==> src/rtl/fetch_sequencer.sv <==
// Fetch-stage controller: owns the PC, reads the combinational instruction memory
// and presents each instruction to decode through a valid/ready IF/ID register.
module fetch_sequencer #(
  parameter logic [63:0] RESET_PC  = 64'h0,
  parameter int unsigned MEM_BYTES = 32'd12
) (
  input  logic        clk,
  input  logic        reset_n,
  output logic [63:0] imem_addr,
  input  logic [31:0] imem_instr,
  input  logic        redirect_valid,
  input  logic [63:0] redirect_pc,
  input  logic        id_ready,
  output logic        if_valid,
  output logic [31:0] if_instr,
  output logic [63:0] if_pc,
  output logic        halted,
  output logic        fault,
  output logic [31:0] fetch_count
);

  typedef enum logic [1:0] {
    S_IDLE = 2'd0,
    S_RUN  = 2'd1,
    S_HOLD = 2'd2,
    S_HALT = 2'd3
  } state_t;

  localparam logic [64:0] MEM_END = 65'(MEM_BYTES);

  state_t      state_q, state_d;
  logic [63:0] pc_q, pc_d;
  logic        if_valid_q, if_valid_d;
  logic [31:0] if_instr_q, if_instr_d;
  logic [63:0] if_pc_q, if_pc_d;
  logic        halted_q, halted_d;
  logic        fault_q, fault_d;
  logic [31:0] fetch_count_q, fetch_count_d;

  logic        transfer_s;
  logic        slot_free_s;
  logic [64:0] pc_plus4_s;
  logic        at_end_s;
  logic        redir_ok_s;
  logic        redir_mis_s;

  // The end-of-memory test is done at 65 bits so a PC near 2^64 cannot wrap under the bound.
  assign transfer_s  = if_valid_q & id_ready;
  assign slot_free_s = ~if_valid_q | id_ready;
  assign pc_plus4_s  = {1'b0, pc_q} + 65'd4;
  assign at_end_s    = (pc_plus4_s > MEM_END);
  assign redir_ok_s  = redirect_valid & ~fault_q;
  assign redir_mis_s = (redirect_pc[1:0] != 2'b00);

  // State register
  always_ff @(posedge clk or negedge reset_n) begin
    if (!reset_n) begin
      state_q <= S_IDLE;
    end else begin
      state_q <= state_d;
    end
  end

  // Next-state logic; an accepted redirect overrides every state transition
  always_comb begin
    state_d = state_q;
    if (redir_ok_s) begin
      state_d = redir_mis_s ? S_HALT : S_RUN;
    end else begin
      case (state_q)
        S_IDLE: state_d = S_RUN;
        S_RUN, S_HOLD: begin
          if (at_end_s) begin
            state_d = S_HALT;
          end else if (slot_free_s) begin
            state_d = S_RUN;
          end else begin
            state_d = S_HOLD;
          end
        end
        S_HALT:  state_d = S_HALT;
        default: state_d = S_IDLE;
      endcase
    end
  end

  // Output / datapath next values; a redirect flushes the slot and suppresses the count
  always_comb begin
    pc_d          = pc_q;
    if_valid_d    = if_valid_q;
    if_instr_d    = if_instr_q;
    if_pc_d       = if_pc_q;
    halted_d      = halted_q;
    fault_d       = fault_q;
    fetch_count_d = fetch_count_q;
    if (redir_ok_s) begin
      if_valid_d = 1'b0;
      if (redir_mis_s) begin
        halted_d = 1'b1;
        fault_d  = 1'b1;
      end else begin
        pc_d     = redirect_pc;
        halted_d = 1'b0;
      end
    end else begin
      if (transfer_s) begin
        fetch_count_d = fetch_count_q + 32'd1;
      end else begin
        fetch_count_d = fetch_count_q;
      end
      case (state_q)
        S_RUN, S_HOLD: begin
          if (at_end_s) begin
            halted_d   = 1'b1;
            if_valid_d = if_valid_q & ~id_ready;
          end else if (slot_free_s) begin
            if_instr_d = imem_instr;
            if_pc_d    = pc_q;
            if_valid_d = 1'b1;
            pc_d       = pc_plus4_s[63:0];
          end else begin
            if_valid_d = if_valid_q;
          end
        end
        S_HALT:  if_valid_d = if_valid_q & ~id_ready;
        default: pc_d = pc_q;
      endcase
    end
  end

  // Datapath registers
  always_ff @(posedge clk or negedge reset_n) begin
    if (!reset_n) begin
      pc_q          <= RESET_PC;
      if_valid_q    <= 1'b0;
      if_instr_q    <= 32'd0;
      if_pc_q       <= 64'd0;
      halted_q      <= 1'b0;
      fault_q       <= 1'b0;
      fetch_count_q <= 32'd0;
    end else begin
      pc_q          <= pc_d;
      if_valid_q    <= if_valid_d;
      if_instr_q    <= if_instr_d;
      if_pc_q       <= if_pc_d;
      halted_q      <= halted_d;
      fault_q       <= fault_d;
      fetch_count_q <= fetch_count_d;
    end
  end

  assign imem_addr   = pc_q;
  assign if_valid    = if_valid_q;
  assign if_instr    = if_instr_q;
  assign if_pc       = if_pc_q;
  assign halted      = halted_q;
  assign fault       = fault_q;
  assign fetch_count = fetch_count_q;

endmodule

==> config.mk <==
export PLATFORM = sky130hd
export DESIGN_NAME = fetch_sequencer
export DESIGN_NICKNAME = d
export VERILOG_FILES = /design/src/rtl/fetch_sequencer.sv
export SDC_FILE = /design/constraint.sdc
export NUM_CORES = 1
export LEC_CHECK = 0
export BUFFER_PORTS_ARGS = -buffer_cell sky130_fd_sc_hd__clkbuf_2
export CORE_ASPECT_RATIO = 1.1
export CORE_MARGIN = 4
export CORE_UTILIZATION = 40
export DETAILED_ROUTE_END_ITERATION = 10
export SYNTH_ARGS = -nofsm -noshare
export SYNTH_HDL_FRONTEND = slang
export SYNTH_SLANG_ARGS = --single-unit
export TNS_END_PERCENT = 10
==> constraint.sdc <==
create_clock -name clk -period 4.1 [get_ports clk]
set_input_delay 0.82 -clock clk [delete_from_list [all_inputs] [get_ports clk]]
set_output_delay 0.82 -clock clk [all_outputs]
set_load 0.05 [all_outputs]
==> flow_summary_export.csv, run 1 <==
group,metric,value,unit
global_route,grt_pass1_wl,46400,µm
sta,finalSetupViolCount,0,
routing,wire_per_inst,18.4,µm
min_path,hold_class,"flip-flop to flip-flop",
synthesis,syn_nets,1086,
synthesis,syn-cell-area,0.00959,mm²
cells_and_area,multiInputGateArea,0.00439,mm²
sta,clock.fmax,0.253,GHz
floorplanning,die_h,170,µm
worst_setup_path,r2r_slack,150,ps
floorplanning,dieArea,0.0265,mm²
routing,vias,8465,
synthesis,yosysTopAreaCell,"dfrtp_1",
power_and_ir_drop,intPower,3120,µW
cells_and_area,area_growth,27.8,%
power_and_ir_drop,power_density,386,mW/mm²
synthesis,yosysWarnings,0,
routing,first_pass_iters,5,
synthesis,yosys.area.top_type_share,0.514,
worst_setup_path,reg2reg_from,"imem_addr[26]",
min_path,hold_end,"if_instr[29]",
sta,worstMarginPinSlew,1020,ps
place,dp_cells,1567,
cells_and_area,final_area,0.0123,mm²
place,hpwl,22000,µm
synthesis,yosysMostFrequentCell,"dfrtp_1",
sta,clock_skew,16.9,ps
synthesis,synth-seq-cells,197,
global_route,track_usage,0.219,
cells_and_area,num_antenna_cells,0,
worst_setup_path,crit_type,"flip-flop to flip-flop",
cells_and_area,final_nets,1389,
cells_and_area,fin_cells,1602,
sta,relSlewSlack,0.321,
synthesis,async_reset_ff_frac,1.00,
sta,tns,0,ps
clock_network,cts_made_buffers,17,
synthesis,synth.distinct_cells,60,
worst_setup_path,cp.arrival,4260,ps
global_route,antenna_found_initial,0,
synthesis,synth_area_per_cell,9.77,µm²
cells_and_area,drive_above_1_share,0.305,
synthesis,synthCells,981,
synthesis,synth_edf_count,0,
worst_setup_path,slowest_stage,"or4_1",
sta,holdWs,489,ps
synthesis,yosys-top-cells-area,"dfrtp_1 51%, nand2_1 7.1%, mux2_1 4.3%, nor2b_1 4.1%, xnor2_1 3.7%",
synthesis,ys_top_cells_by_count,"197 x dfrtp_1, 182 x nand2_1, 63 x nor2b_1",
worst_setup_path,start_kind,"flip-flop",
worst_setup_path,rr_worst_depth,12,
power_and_ir_drop,swShare,0.340,
power_and_ir_drop,seqPwrFrac,0.449,
worst_setup_path,cp.required,4410,ps
worst_setup_path,r2r-end,"if_instr[15]",
run,cap_violations,0,
routing,viasPerCell,5.28,
worst_setup_path,worstPathMaxFanout,30,
place,placed_area,0.0116,mm²
sta,slew_viol_final,0,
global_route,first_global_vias,8232,
worst_setup_path,worstSetupEndpointType,"flip-flop",
clock_network,insertion_delay,430,ps
place,io_buffer_count,294,
clock_network,root_buffer,"clkbuf_16",
sta,min_period_over_period,0.963,
min_path,worstHoldStart,"if_instr[29]",
synthesis,ys.flop_type,"dfrtp_1",
worst_setup_path,path_cells,"nand4_1 -> or4_1 -> or4_1 -> buf_4 -> o21a_1 -> nor4_1 -> and4b_1 -> nand2_1 -> nor4_4 -> buf_4 -> buf_6 -> mux2_1",
power_and_ir_drop,pwr-share-comb,0.172,
clock_network,cts_sinks,197,
global_route,grt_remaining_overflow,0,
cells_and_area,fill_cells,2236,
floorplanning,fp-row-count,59,
worst_setup_path,critPathMaxStageDelay,550,ps
clock_network,cts_tree,"built",
routing,ant_nets,0,
cells_and_area,final_core_util,0.519,
floorplanning,core,0.0236,mm²
floorplanning,die_w,156,µm
synthesis,yosysSeqAreaShare,0.514,
cells_and_area,seqCellArea,0.00493,mm²
status,status,"complete, no violations",
clock_network,holdBufCountCts,0,
power_and_ir_drop,clkPwrFrac,0.379,
min_path,hold-path-cell-count,1,
global_route,grt_max_degree,119,
place,gp_congestion,0.938,
power_and_ir_drop,vdd_drop_max,0.000215,V
sta,hold_viol,0,
sta,period_needed,3950,ps
clock_network,clk_pin_slew,90,ps
floorplanning,start_util,0.406,
floorplanning,io_pins,295,
clock_network,clk_path_buf_depth,2,
clock_network,htree_levels,4,
routing,drtIter0Drc,706,
power_and_ir_drop,p_sw,1610,µW
routing,drc,0,
routing,wl,29500,µm
power_and_ir_drop,leakage,0.00629,µW
[cell families after synthesis]
group	after synthesis	synth area share
xor gates and xnor gates	56	0.0511
AOI/OAI and AO/OA	107	0.0694
adders and majority gates	5	0.00652
buffers and inverters	66	0.0312
DFF	197	0.514
muxes	43	0.0501
and+or+nand+nor	507	0.278
[per-stage QoR]
step	power, µW	worst slack [ps]
2_1_floorplan	2660	20.2
3_3_place_gp	2970	228
3_5_place_dp	2980	200
4_1_cts	4780	175
5_1_grt	4970	-1.72
6_report	4730	153
[how the worst max path moves through the flow]
stage                              from      endpoint  slack [ps]
after floorplan           imem_addr[24]      if_pc[3]          20
after global placement     imem_addr[2]   if_instr[0]         230
after detailed placement   imem_addr[2]   if_instr[3]         200
after CTS                  imem_addr[2]  if_instr[24]         180
after global routing       imem_addr[2]  if_instr[15]          -2
final                     imem_addr[26]  if_instr[15]         150
[flip-flops by register name (all words and copies together) (netlist names)]
signal       cells
fault            1
fetch_count     32
halted           1
if_instr        32
if_pc           64
if_valid         1
imem_addr       64
state_q          2
[what timing repair did]
item,in CTS,in global routing
setup endpoints to repair,0,80
setup buffers,0,2
gates resized for setup,0,8
[cell type report]
| type | instances | area share |
|---|---|---|
| sequential | 197 | 0.403 |
| multi-input combinational | 718 | 0.358 |
| timing repair buffer | 338 | 0.152 |
| clock buffer | 17 | 0.0347 |
| tap | 305 | 0.0311 |
| clock inverter | 15 | 0.0179 |
| inverter | 12 | 0.00368 |
[layout by cell type (no fill, tap or decap), types with 4 or more instances in the layout]
| master | count |
|---|---|
| a22oi_1 | 6 |
| inv_1 | 12 |
| or4_1 | 12 |
| ha_1 | 5 |
| nand3_1 | 38 |
| nand4_1 | 49 |
| or3_1 | 6 |
| xnor2_1 | 40 |
| nor2_1 | 37 |
| mux2_1 | 37 |
| a21oi_1 | 9 |
| and3_1 | 19 |
| clkbuf_16 | 18 |
| nand2_1 | 182 |
| a31oi_1 | 6 |
| xor2_1 | 16 |
| nor3_1 | 23 |
| a211oi_1 | 5 |
| and2_1 | 11 |
| o21ai_0 | 53 |
| nor2b_1 | 63 |
| clkbuf_2 | 293 |
| or4b_2 | 4 |
| clkinv_8 | 5 |
| o31ai_1 | 5 |
| dfrtp_1 | 194 |
| nand2b_1 | 6 |
| nor4_1 | 21 |
| buf_4 | 40 |
| and4_1 | 11 |
[metal layers]
metal / share of wire / GRT usage
met5: 0 / 0
met4: 0.036 / 0.0864
met3: 0.064 / 0.0468
met2: 0.47 / 0.350
met1: 0.43 / 0.294
[power groups by stage]
| stage | clock [µW] | combinational [µW] | sequential (µW) |
|---|---|---|---|
| 6_report | 1790 | 813 | 2130 |
| 5_1_grt | 1930 | 890 | 2140 |
| 4_1_cts | 1840 | 817 | 2120 |
| 3_5_place_dp | 0 | 814 | 2160 |
| 3_3_place_gp | 0 | 812 | 2160 |
| 2_1_floorplan | 0 | 319 | 2340 |
[worst max-delay path: cells and delay by family (launching register included)]
family	cells	cell delay [ps]
AOI/OAI and AO/OA	1	170
muxes	1	350
DFF	1	440
and+or+nand+nor	7	2210
buffers and inverters	3	640
Power figures use the tool's default switching activity.
==> inputs of run 2 (changes only) <==
--- a/config.mk
+++ b/config.mk
@@ -9,6 +9,7 @@
 export CORE_ASPECT_RATIO = 1.1
 export CORE_MARGIN = 4
-export CORE_UTILIZATION = 40
+export CORE_UTILIZATION = 52
 export DETAILED_ROUTE_END_ITERATION = 10
+export PLACE_DENSITY = 0.81
 export SYNTH_ARGS = -nofsm -noshare
 export SYNTH_HDL_FRONTEND = slang
==> constraint.sdc (replaced) <==
create_clock -name clk -period 4.1 [get_ports clk]
set_input_delay 0.82 -clock clk [delete_from_list [all_inputs] [get_ports clk]]
set_output_delay 0.82 -clock clk [all_outputs]
set_load 0.1 [all_outputs]
==> run 2 against run 1 <==
Against the previous run: setup slack got worse by 15 ps; sequential share of layout area rose by 0.50 points; hold slack got worse by 68 ps; critical path depth did not move; maximum frequency fell by 0.38%; die area fell by 22%; clock skew fell by 0.61 ps; total power rose by 4.3%; critical path type unchanged; highest routed layer is now met5.
==> flow_summary_export.csv, run 2 (same netlist as run 1, synthesis figures left out) <==
group,metric,value,unit
sta,min_period_over_period,0.966,
floorplanning,die_h,150,µm
global_route,track_usage,0.267,
place,io_buffer_count,294,
clock_network,cts_made_buffers,17,
power_and_ir_drop,power,4940,µW
global_route,antenna_found_initial,1,
min_path,hold_class,"input port to asynchronous set/reset pin",
routing,drc,0,
routing,first_pass_iters,5,
clock_network,clk_pin_slew,80,ps
worst_setup_path,slowest_stage,"or4_4",
routing,vias,8636,
sta,slew_viol_final,0,
global_route,grt_pass1_wl,43600,µm
floorplanning,fp-row-count,51,
worst_setup_path,worstSetupEndpointType,"flip-flop",
sta,holdWs,421,ps
sta,finalSetupViolCount,0,
sta,clock.fmax,0.252,GHz
place,hpwl,21100,µm
clock_network,insertion_delay,450,ps
worst_setup_path,crit_path_frequent_cell,"nand4_1",
routing,drtIter0Drc,649,
sta,relSlewSlack,0.484,
status,status,"complete, no violations",
place,dp_cells,1496,
clock_network,clk_path_buf_depth,2,
sta,clock_skew,16.3,ps
clock_network,root_buffer,"clkbuf_16",
sta,hold_viol,0,
power_and_ir_drop,power_density,405,mW/mm²
cells_and_area,area_growth,27.2,%
worst_setup_path,crit_type,"flip-flop to flip-flop",
power_and_ir_drop,vdd_drop_max,0.000324,V
routing,wl,28100,µm
global_route,grt_remaining_overflow,0,
clock_network,cts_tree,"built",
global_route,first_global_vias,8273,
floorplanning,io_pins,295,
worst_setup_path,path_cells,"ha_2 -> nand4_1 -> or4_4 -> or4_1 -> nand3_1 -> and2_1 -> and4b_1 -> nand4_1 -> nor4_4 -> buf_4 -> clkbuf_16 -> mux2_1",
cells_and_area,fin_cells,1535,
sta,worstMarginPinSlew,763,ps
power_and_ir_drop,leakage,0.00625,µW
routing,wire_per_inst,18.3,µm
cells_and_area,drive_above_1_share,0.324,
worst_setup_path,critPathMaxStageDelay,630,ps
sta,period_needed,3960,ps
cells_and_area,final_cell_mix,"293 x clkbuf_2, 182 x nand2_1, 169 x dfrtp_1",
cells_and_area,final_nets,1389,
global_route,grt_max_degree,87,
cells_and_area,final_core_util,0.680,
routing,ant_nets,0,
floorplanning,dieArea,0.0207,mm²
worst_setup_path,cp.required,4420,ps
floorplanning,start_util,0.535,
floorplanning,core,0.0179,mm²
floorplanning,die_w,137,µm
worst_setup_path,worstPathMaxFanout,33,
worst_setup_path,cp.arrival,4280,ps
cells_and_area,num_antenna_cells,0,
clock_network,htree_levels,4,
run,cap_violations,0,
place,gp_congestion,0.991,
clock_network,cts_sinks,197,
cells_and_area,final_common_cell,"clkbuf_2",
worst_setup_path,start_kind,"flip-flop",
routing,viasPerCell,5.63,
[run 2: cell counts in the layout (fill, tap and decap cells not counted)]
No cell type changed its count.
[run 2: per-layer routing]
| metal | track usage | wire length (µm) |
|---|---|---|
| met1 | 0.349 | 11100 |
| met2 | 0.440 | 13600 |
| met3 | 0.0705 | 2660 |
| met4 | 0.0778 | 652 |
| met5 | 0 | 13 |
[run 2: worst paths after layout]
| kind | start | end | slack (ps) | cells past startpoint |
|---|---|---|---|---|
| min | reset_n | imem_addr[33] | 420 | 1 |
| min reg2reg | fetch_count[31] | fetch_count[31] | 480 | 1 |
| min in group clk | fetch_count[31] | fetch_count[31] | 480 | 1 |
| max | imem_addr[3] | if_instr[14] | 140 | 12 |
| max reg2reg | imem_addr[3] | if_instr[14] | 140 | 12 |
| max in group asynchronous | reset_n | if_pc[61] | 2760 | 2 |
[run 2: layout make-up]
cell class              instances  area, µm²
repair buffers                338       1850
clock inverters                15        216
inverters                      12       45.0
well taps                     238        298
flip-flops and latches        197       4970
fillers                      1413       5740
clock buffers                  17        425
multi-input cells             718       4390
[run 2: what timing repair did]
action / in CTS / in global routing
setup buffers: 0 / 6
gates resized for setup: 0 / 7
setup endpoints to repair: 0 / 64
hold buffers: 0 / 0
[run 2: power by group]
part	total, µW	internal (µW)	switching, µW	leakage, µW
logic	1030	242	785	0.00334
clock network	1770	861	914	0.000310
registers	2130	2020	118	0.00260
[run 2: through the flow]
step	TNS (ps)	area (µm²)	setup WS (ps)
2_1_floorplan	0	9630	3.24
3_3_place_gp	0	11500	184
3_5_place_dp	0	11500	71.4
4_1_cts	0	12100	45.8
5_1_grt	-3.68	12200	-3.68
6_report	0	12200	138
[run 2: critical path: cells and delay by family, from the launching register on]
family / cells / cell delay, ps
AND/OR/NAND/NOR: 8 / 2380
multiplexers: 1 / 350
flip-flops: 1 / 440
buffers and inverters: 2 / 410
adder cells (fa/ha/maj): 1 / 240
==> inputs of run 3 (changes only) <==
- CORE_UTILIZATION: 52 -> 38
- PLACE_DENSITY: 0.81 -> default
==> run 3 against run 2 <==
Against the previous run: non-clock buffer count shrank 5; count of clock-buffer cells in the layout is the same; via count shrank 1.1%; critical path depth increased by 1; clock skew fell by 3.6 ps; utilization shrank 18 points; hold slack improved by 23 ps; total power up 1.1%; setup slack got worse by 21 ps; cell count grew 4.4%; first-iteration DRC count grew 1.2%; largest power group unchanged.
==> flow_summary_export.csv, run 3 (same netlist as run 1, synthesis figures left out) <==
group,metric,value,unit
clock_network,cts_tree,"built",
worst_setup_path,crit_start,"imem_addr[3]",
routing,drc,0,
clock_network,root_buffer,"clkbuf_16",
worst_setup_path,crit_type,"flip-flop to flip-flop",
sta,hold_viol,0,
clock_network,cts_sinks,197,
clock_network,insertion_delay,440,ps
sta,worstMarginPinSlew,838,ps
routing,first_pass_iters,7,
status,status,"complete, no violations",
sta,min_period_over_period,0.972,
routing,drtIter0Drc,657,
sta,tns,0,ps
clock_network,clk_pin_slew,90,ps
worst_setup_path,cp.arrival,4310,ps
sta,slew_viol_final,0,
place,placed_area,0.0115,mm²
floorplanning,die_h,175,µm
place,gp_congestion,0.959,
run,cap_violations,0,
routing,wl,29500,µm
worst_setup_path,start_kind,"flip-flop",
sta,period_needed,3980,ps
clock_network,cts_made_buffers,17,
floorplanning,dieArea,0.0278,mm²
sta,clock_skew,12.7,ps
floorplanning,io_pins,295,
clock_network,clk_path_buf_depth,2,
sta,rsz0062_at_grt,"false",
sta,relSlewSlack,0.441,
sta,clock.fmax,0.251,GHz
routing,viasPerCell,5.33,
cells_and_area,final_cell_mix,"293 x clkbuf_2, 182 x nand2_1, 169 x dfrtp_1",
cells_and_area,final_common_cell,"clkbuf_2",
place,io_buffer_count,294,
cells_and_area,final_nets,1384,
worst_setup_path,reg2reg_from,"imem_addr[3]",
worst_setup_path,worstSetupEndpointType,"flip-flop",
worst_setup_path,worstPathMaxFanout,29,
worst_setup_path,cp.required,4430,ps
floorplanning,core,0.0246,mm²
global_route,first_global_vias,8327,
floorplanning,fp-row-count,60,
floorplanning,die_w,159,µm
routing,vias,8545,
global_route,grt_remaining_overflow,0,
power_and_ir_drop,leakage,0.00624,µW
clock_network,holdBufCountCts,0,
global_route,grt_pass1_wl,46700,µm
power_and_ir_drop,vdd_drop_max,0.000234,V
cells_and_area,area_growth,28.0,%
clock_network,htree_levels,4,
cells_and_area,drive_above_1_share,0.321,
global_route,antenna_found_initial,1,
global_route,track_usage,0.207,
power_and_ir_drop,power_density,406,mW/mm²
sta,finalSetupViolCount,0,
global_route,grt_max_degree,102,
floorplanning,start_util,0.389,
routing,ant_nets,0,
worst_setup_path,r2r_slack,120,ps
routing,wire_per_inst,18.4,µm
min_path,hold_class,"input port to asynchronous set/reset pin",
place,hpwl,21900,µm
cells_and_area,final_area,0.0123,mm²
==> run 3: path summary, 6_finish.rpt <==
kind / depth (start not counted) / end
max: 13 / if_pc[2]
min: 1 / imem_addr[29]
max reg2reg: 13 / if_pc[2]
min reg2reg: 1 / if_pc[3]
max in group asynchronous: 2 / if_pc[19]
min in group clk: 1 / if_pc[3]
==> run 3: routing by layer <==
metal  part of all wire  wire length [µm]  global-route usage
met1               0.44             12900               0.278
met2               0.47             13900               0.331
met3              0.064              1880              0.0493
met4              0.026               760              0.0684
met5                  0                 0                   0
==> run 3: through the flow <==
stage                     hold WS, ps  total power (µW)   util  setup slack (ps)  cells
final                             444              4990  0.499               116   1603
after global routing              513              5210  0.499              11.3   1603
after CTS                         494              5040  0.495              40.1   1597
after detailed placement          474              3190  0.468              86.2   1565
after global placement            466              3190  0.468               202   1565
after floorplan                   524              2900      -              3.24    981
==> run 3: what timing repair did <==
action                     CTS  global route
resized for setup            0             8
setup endpoints to repair    0            93
buffers inserted             0             4
==> run 3: worst max-delay path, stage by stage, from the launching register on <==
cell and delay (ps):
dfrtp_2 390, buf_4 170, and4_1 350, nand4_1 220
or4_1 630, buf_4 190, o21a_1 160, nor4_1 320
and4b_1 270, nand2_1 100, nor4_4 320, buf_4 200
buf_12 200, mux2_1 330
==> run 3: cell type report <==
| class | count | area [µm²] |
|---|---|---|
| clock inverters | 15 | 243 |
| inverters | 12 | 45.0 |
| multi-input cells | 718 | 4390 |
| clock buffers | 17 | 425 |
| repair buffers | 333 | 1820 |
| flip-flops and latches | 197 | 4970 |
| fillers | 2321 | 12300 |
| well taps | 310 | 388 |
| diodes | 1 | 2.50 |
==> run 3: report_power, final <==
group	internal, µW	switching, µW	total [µW]	leakage (µW)
combinational	236	772	1010	0.00332
clock	880	951	1830	0.000320
sequential	2020	133	2150	0.00260
total	3130	1860	4990	0.00624
